===== config.mk =====
export PLATFORM = sky130hd
export DESIGN_NAME = demux1_to_4_stream
export DESIGN_NICKNAME = d
export VERILOG_FILES = /design/src/rtl/demux1_to_4_stream.sv
export SDC_FILE = /design/constraint.sdc
export NUM_CORES = 1
export LEC_CHECK = 0
export ABC_CLOCK_PERIOD_IN_PS = 1350
export BUFFER_PORTS_ARGS = -buffer_cell sky130_fd_sc_hd__buf_2
export CAP_MARGIN = 25
export CORE_AREA = 2 2 60 62
export CTS_BUF_LIST = sky130_fd_sc_hd__clkbuf_2
export DETAILED_ROUTE_END_ITERATION = 8
export DIE_AREA = 0 0 62 64
export MAX_ROUTING_LAYER = met4
export PLACE_DENSITY = 0.76
export SLEW_MARGIN = 15
export SYNTH_ARGS = -nofsm -noshare
export SYNTH_HDL_FRONTEND = slang
export SYNTH_SLANG_ARGS = --single-unit

===== constraint.sdc =====
create_clock -name clock -period 1.35 [get_ports clock]
set_input_delay 0.27 -clock clock [delete_from_list [all_inputs] [get_ports clock]]
set_output_delay 0.27 -clock clock [all_outputs]
set_load 0.01 [all_outputs]

===== src/rtl/demux1_to_4_stream.sv =====
// 1:4 stream demux ({s1,s0} picks the lane), one output register per lane, 1 cycle from accept to out_valid.
// Backpressure: in_ready depends only on the selected lane (empty or draining); DEMUX_CNT_EN adds per-lane accept counters.
module demux1_to_4_stream #(
  parameter int WIDTH = 8,
  parameter int CNT_W = 8
) (
  input  logic             clock,
  input  logic             reset_n,
  input  logic [WIDTH-1:0] in_data,
  input  logic             in_valid,
  output logic             in_ready,
  input  logic             s1,
  input  logic             s0,
  output logic [WIDTH-1:0] out_data0,
  output logic [WIDTH-1:0] out_data1,
  output logic [WIDTH-1:0] out_data2,
  output logic [WIDTH-1:0] out_data3,
  output logic [3:0]       out_valid,
  input  logic [3:0]       out_ready,
  output logic             idle
`ifdef DEMUX_CNT_EN
  ,
  output logic [CNT_W-1:0] cnt0,
  output logic [CNT_W-1:0] cnt1,
  output logic [CNT_W-1:0] cnt2,
  output logic [CNT_W-1:0] cnt3
`endif
);

  if (WIDTH < 1 || CNT_W < 1) begin : g_bad_params
    $error("demux1_to_4_stream: WIDTH and CNT_W must be at least 1");
  end

  logic [1:0]            sel;
  logic                  accept;
  logic [3:0]            load;
  logic [3:0]            valid_q, valid_d;
  logic [3:0][WIDTH-1:0] data_q, data_d;

  assign sel = {s1, s0};

  // Reset forces not-ready so nothing can be accepted while lanes are being cleared.
  assign in_ready = reset_n & (~valid_q[sel] | out_ready[sel]);
  assign accept   = in_valid & in_ready;

  always_comb begin
    load = 4'b0000;
    if (accept) begin
      load[sel] = 1'b1;
    end
  end

  // A load wins over a drain on the same edge, so a streaming lane keeps valid high.
  always_comb begin
    valid_d = valid_q;
    data_d  = data_q;
    for (int n = 0; n < 4; n++) begin
      if (load[n]) begin
        valid_d[n] = 1'b1;
        data_d[n]  = in_data;
      end else if (out_ready[n]) begin
        valid_d[n] = 1'b0;
      end
    end
  end

  always_ff @(posedge clock or negedge reset_n) begin
    if (!reset_n) begin
      valid_q <= '0;
      data_q  <= '0;
    end else begin
      valid_q <= valid_d;
      data_q  <= data_d;
    end
  end

  assign out_valid = valid_q;
  assign out_data0 = data_q[0];
  assign out_data1 = data_q[1];
  assign out_data2 = data_q[2];
  assign out_data3 = data_q[3];
  assign idle      = ~|valid_q;

`ifdef DEMUX_CNT_EN
  logic [3:0][CNT_W-1:0] cnt_q, cnt_d;

  // Counters wrap freely; they count accepted words, not drained ones.
  always_comb begin
    cnt_d = cnt_q;
    for (int n = 0; n < 4; n++) begin
      if (load[n]) begin
        cnt_d[n] = cnt_q[n] + CNT_W'(1);
      end
    end
  end

  always_ff @(posedge clock or negedge reset_n) begin
    if (!reset_n) begin
      cnt_q <= '0;
    end else begin
      cnt_q <= cnt_d;
    end
  end

  assign cnt0 = cnt_q[0];
  assign cnt1 = cnt_q[1];
  assign cnt2 = cnt_q[2];
  assign cnt3 = cnt_q[3];
`endif

endmodule


==> run summary <==
• 118% — ratio of final minimum period to clock period
• 44.2% — Initial Util
• -0.898 ns — summed negative setup slack over all endpoints
• 32.4% — synth-to-layout area growth
• 0 — Yosys warning total
• 55 — I/O pin cnt
• out_valid[2]$_DFFE_PN0P_ — Critical path origin
• 70.1% — Max-Slew Margin vs Limit
• 0.0126 ns — worst clock skew
• in2async — class of the most critical hold timing path
• 18.2% — Tot GR Track Use
• 0 — antenna diode count
• 15.8 sq um — syn_area_per_cell
• 0.34 ns — clock latency at the later pin of the worst-skew pair
• reg2out — category of the most critical setup path
• 3.14 mm — Total Wirelength
• 0 — hold_buf cts
• 17.2% — Clock Power Share
• dfrtp_1 62%, mux2_2 25%, nand3_2 1.4% — cell types with the largest area share after synthesis
• 15.2 um — routed len/inst
• -0.241 ns — worst setup margin
• 2 — number of search-and-repair iterations in the first detailed-routing pass
• 1.59 ns — crit path time final
• true — setup repair after global routing missed its margin
• 0 — count of maximum capacitance violations
• 0.448 ns — worst slew pin tran
• 10 — count of endpoints failing setup in the final report
• 29.7% — switching fraction of total power
• 0 — number of antenna violations at the first check in global routing
• 2.40 mm — DP HPWL
• 0.649 mV — Peak VDD IR
• 0.967 nW — P_leak
• 36 — FF+latch count, synth
• 62 um — chip width
• 27.6% — part of the total power dissipated in combinational logic
• 0.101 ns — Hold Slack
• 0 — max-slew violations
• 1,007 — routed via count
• 0 — sum of overflow across all layers after global routing
• output port — type of element capturing the critical path
• 1450 sq um — netlist area before placement
• 70.2% — ratio of cells with drive above 1 in the final layout
• 55.2% — sequential fraction of design power
• 3 — Reg2Reg Depth
• 0 — number of hold violations in the final report
• 1.32 ns — worst endpoint data arrival time
• 0.17 ns — clk slew on worst S/H paths
• 62.1% — fraction of the yosys area taken by sequential cells
• 628 MHz — maximum frequency from static timing analysis
• yes — clock tree from TritonCTS
• 16 — DRC marker count from the first detailed-route iteration
• 53 x buf_2, 36 x dfrtp_1, 32 x mux2_2 — leading cell types in the layout, fill and taps excluded
• 36 — Num Clock Sinks
• 5.04 mm — first-pass GRT wire length
• 0 — number of remaining DRC errors
• 757 uW — net switching power
• 1,110 — via count of the first global-routing pass
• -0.115 ns — pre-CTS setup slack
• 21 — Placement Rows
• 58.4% — Layout Utilization
• 291 — number of filler cells placed in the layout
• 64 um — height of the die
• 62.1% — area fraction of the dominant cell type after synthesis
• 37 — largest net degree at the start of global routing
• 109 — net count after synthesis
• dfrtp_1 — dominant cell type by area after synthesis
• 22 — number of unique standard cell types used by synthesis
• clkbuf_2 — root buffer cell
• 5 — number of clock buffers inserted by TritonCTS
• 1330 nW/um^2 — power density over the cells
• out_valid[3]$_DFFE_PN0P_ — worst reg2reg path startpoint
• buf_2 — most common library cell in the layout ignoring fill and taps
• finished with violations — result of the run
• 3970 sq um — die area
• 1.79 mW — total internal power
• 178 — final net count
• 0.706 — Placer Congestion
• 2 — Longest Clk Path Bufs
• register — kind of start point of the critical path
• 3 — worst-path fanout max
• 1.08 ns — data required time of the worst path
• 92 — post-synthesis cell count
• 54 — Port-buffer cells
• setup timing — violations in the final reports
• 0 — Detail Route Antenna Nets
• 3280 sq um — Placeable Area
• 2 — H-tree level count
• 4.86 — post-detailed-route via-to-cell ratio
[layer usage]
| metal | GRT usage, % | wire length, um |
|---|---|---|
| met5 | - | 0 |
| met4 | 6.38 | 28 |
| met3 | 4.05 | 127 |
| met2 | 31.9 | 1780 |
| met1 | 19.3 | 1210 |
[cell families (layout without fill, tap and decap cells)]
family,count (synthesis),count (layout),share of synthesized area (%)
flops,36,36,62.1
mux,33,33,25.5
simple gates,16,16,8.97
buf+inv,4,73,1.90
compound gates,3,3,1.47
[final cells by class]
cell class                      count  area [sq um]  area share (%)
Timing Repair Buffer               65           379            19.8
Clock inverter                      1          5.00           0.261
Sequential cell                    36           901            46.9
Clock buffer                        6          30.0            1.56
Tap cell                           46          57.6            3.00
Inverter                            1          3.75           0.196
Multi-Input combinational cell     52           543            28.3
[repair_timing]
action / in CTS / in global routing
pin swaps: 1 / 0
buffers inserted: 2 / 0
endpoints found under the setup margin: 10 / 25
gates resized for setup: 4 / 3
[through the flow]
| step | cell area [sq um] | power, mW | std cells |
|---|---|---|---|
| floorplan | 1450 | 1.77 | 92 |
| global placement | 1830 | 2.10 | 198 |
| detailed placement | 1830 | 2.14 | 198 |
| CTS | 1900 | 2.59 | 207 |
| global route | 1920 | 2.71 | 207 |
| finish | 1920 | 2.55 | 207 |
[critical path, stage by stage (launching register included)]
cell and delay [ns]:
dfrtp_1 0.41, buf_6 0.13, nor4_2 0.27, buf_2 0.17
[registers in the layout (all words and copies together), names as in the netlist]
signal	flops
out_data0	8
out_data1	8
out_data2	8
out_data3	8
out_valid	4
[final timing paths]
path                                                 end  slack, ns
worst min register to register  out_data1[4]$_DFFE_PN0P_       0.52
max in group asynchronous       out_data2[6]$_DFFE_PN0P_       0.93
worst max register to register  out_data3[6]$_DFFE_PN0P_      -0.06
min in group clock              out_data2[3]$_DFFE_PN0P_       0.18
worst min-delay path            out_data0[5]$_DFFE_PN0P_       0.10
worst max-delay path                                idle      -0.24
[power by group through the flow]
stage	logic (mW)	clock network, mW	registers, mW
floorplan	0.239	0	1.54
global placement	0.677	0	1.42
detailed placement	0.702	0	1.44
CTS	0.713	0.458	1.42
global route	0.773	0.492	1.44
finish	0.705	0.438	1.41
[cell usage after synthesis]
library cell,number
o311ai_0,1
nor2_1,1
nand4bb_1,1
clkbuf_2,1
nand2_1,2
nor3_4,1
or2_2,1
a21o_1,1
and4b_1,1
nand4_2,1
nand3_2,2
dfrtp_1,36
and2_4,1
nor2b_2,1
nor4_1,1
buf_4,1
mux2_2,32
a21oi_1,1
mux2i_1,1
nand2b_1,3
buf_6,1
inv_1,1
Note: power is estimated with default switching activity, not from simulation.
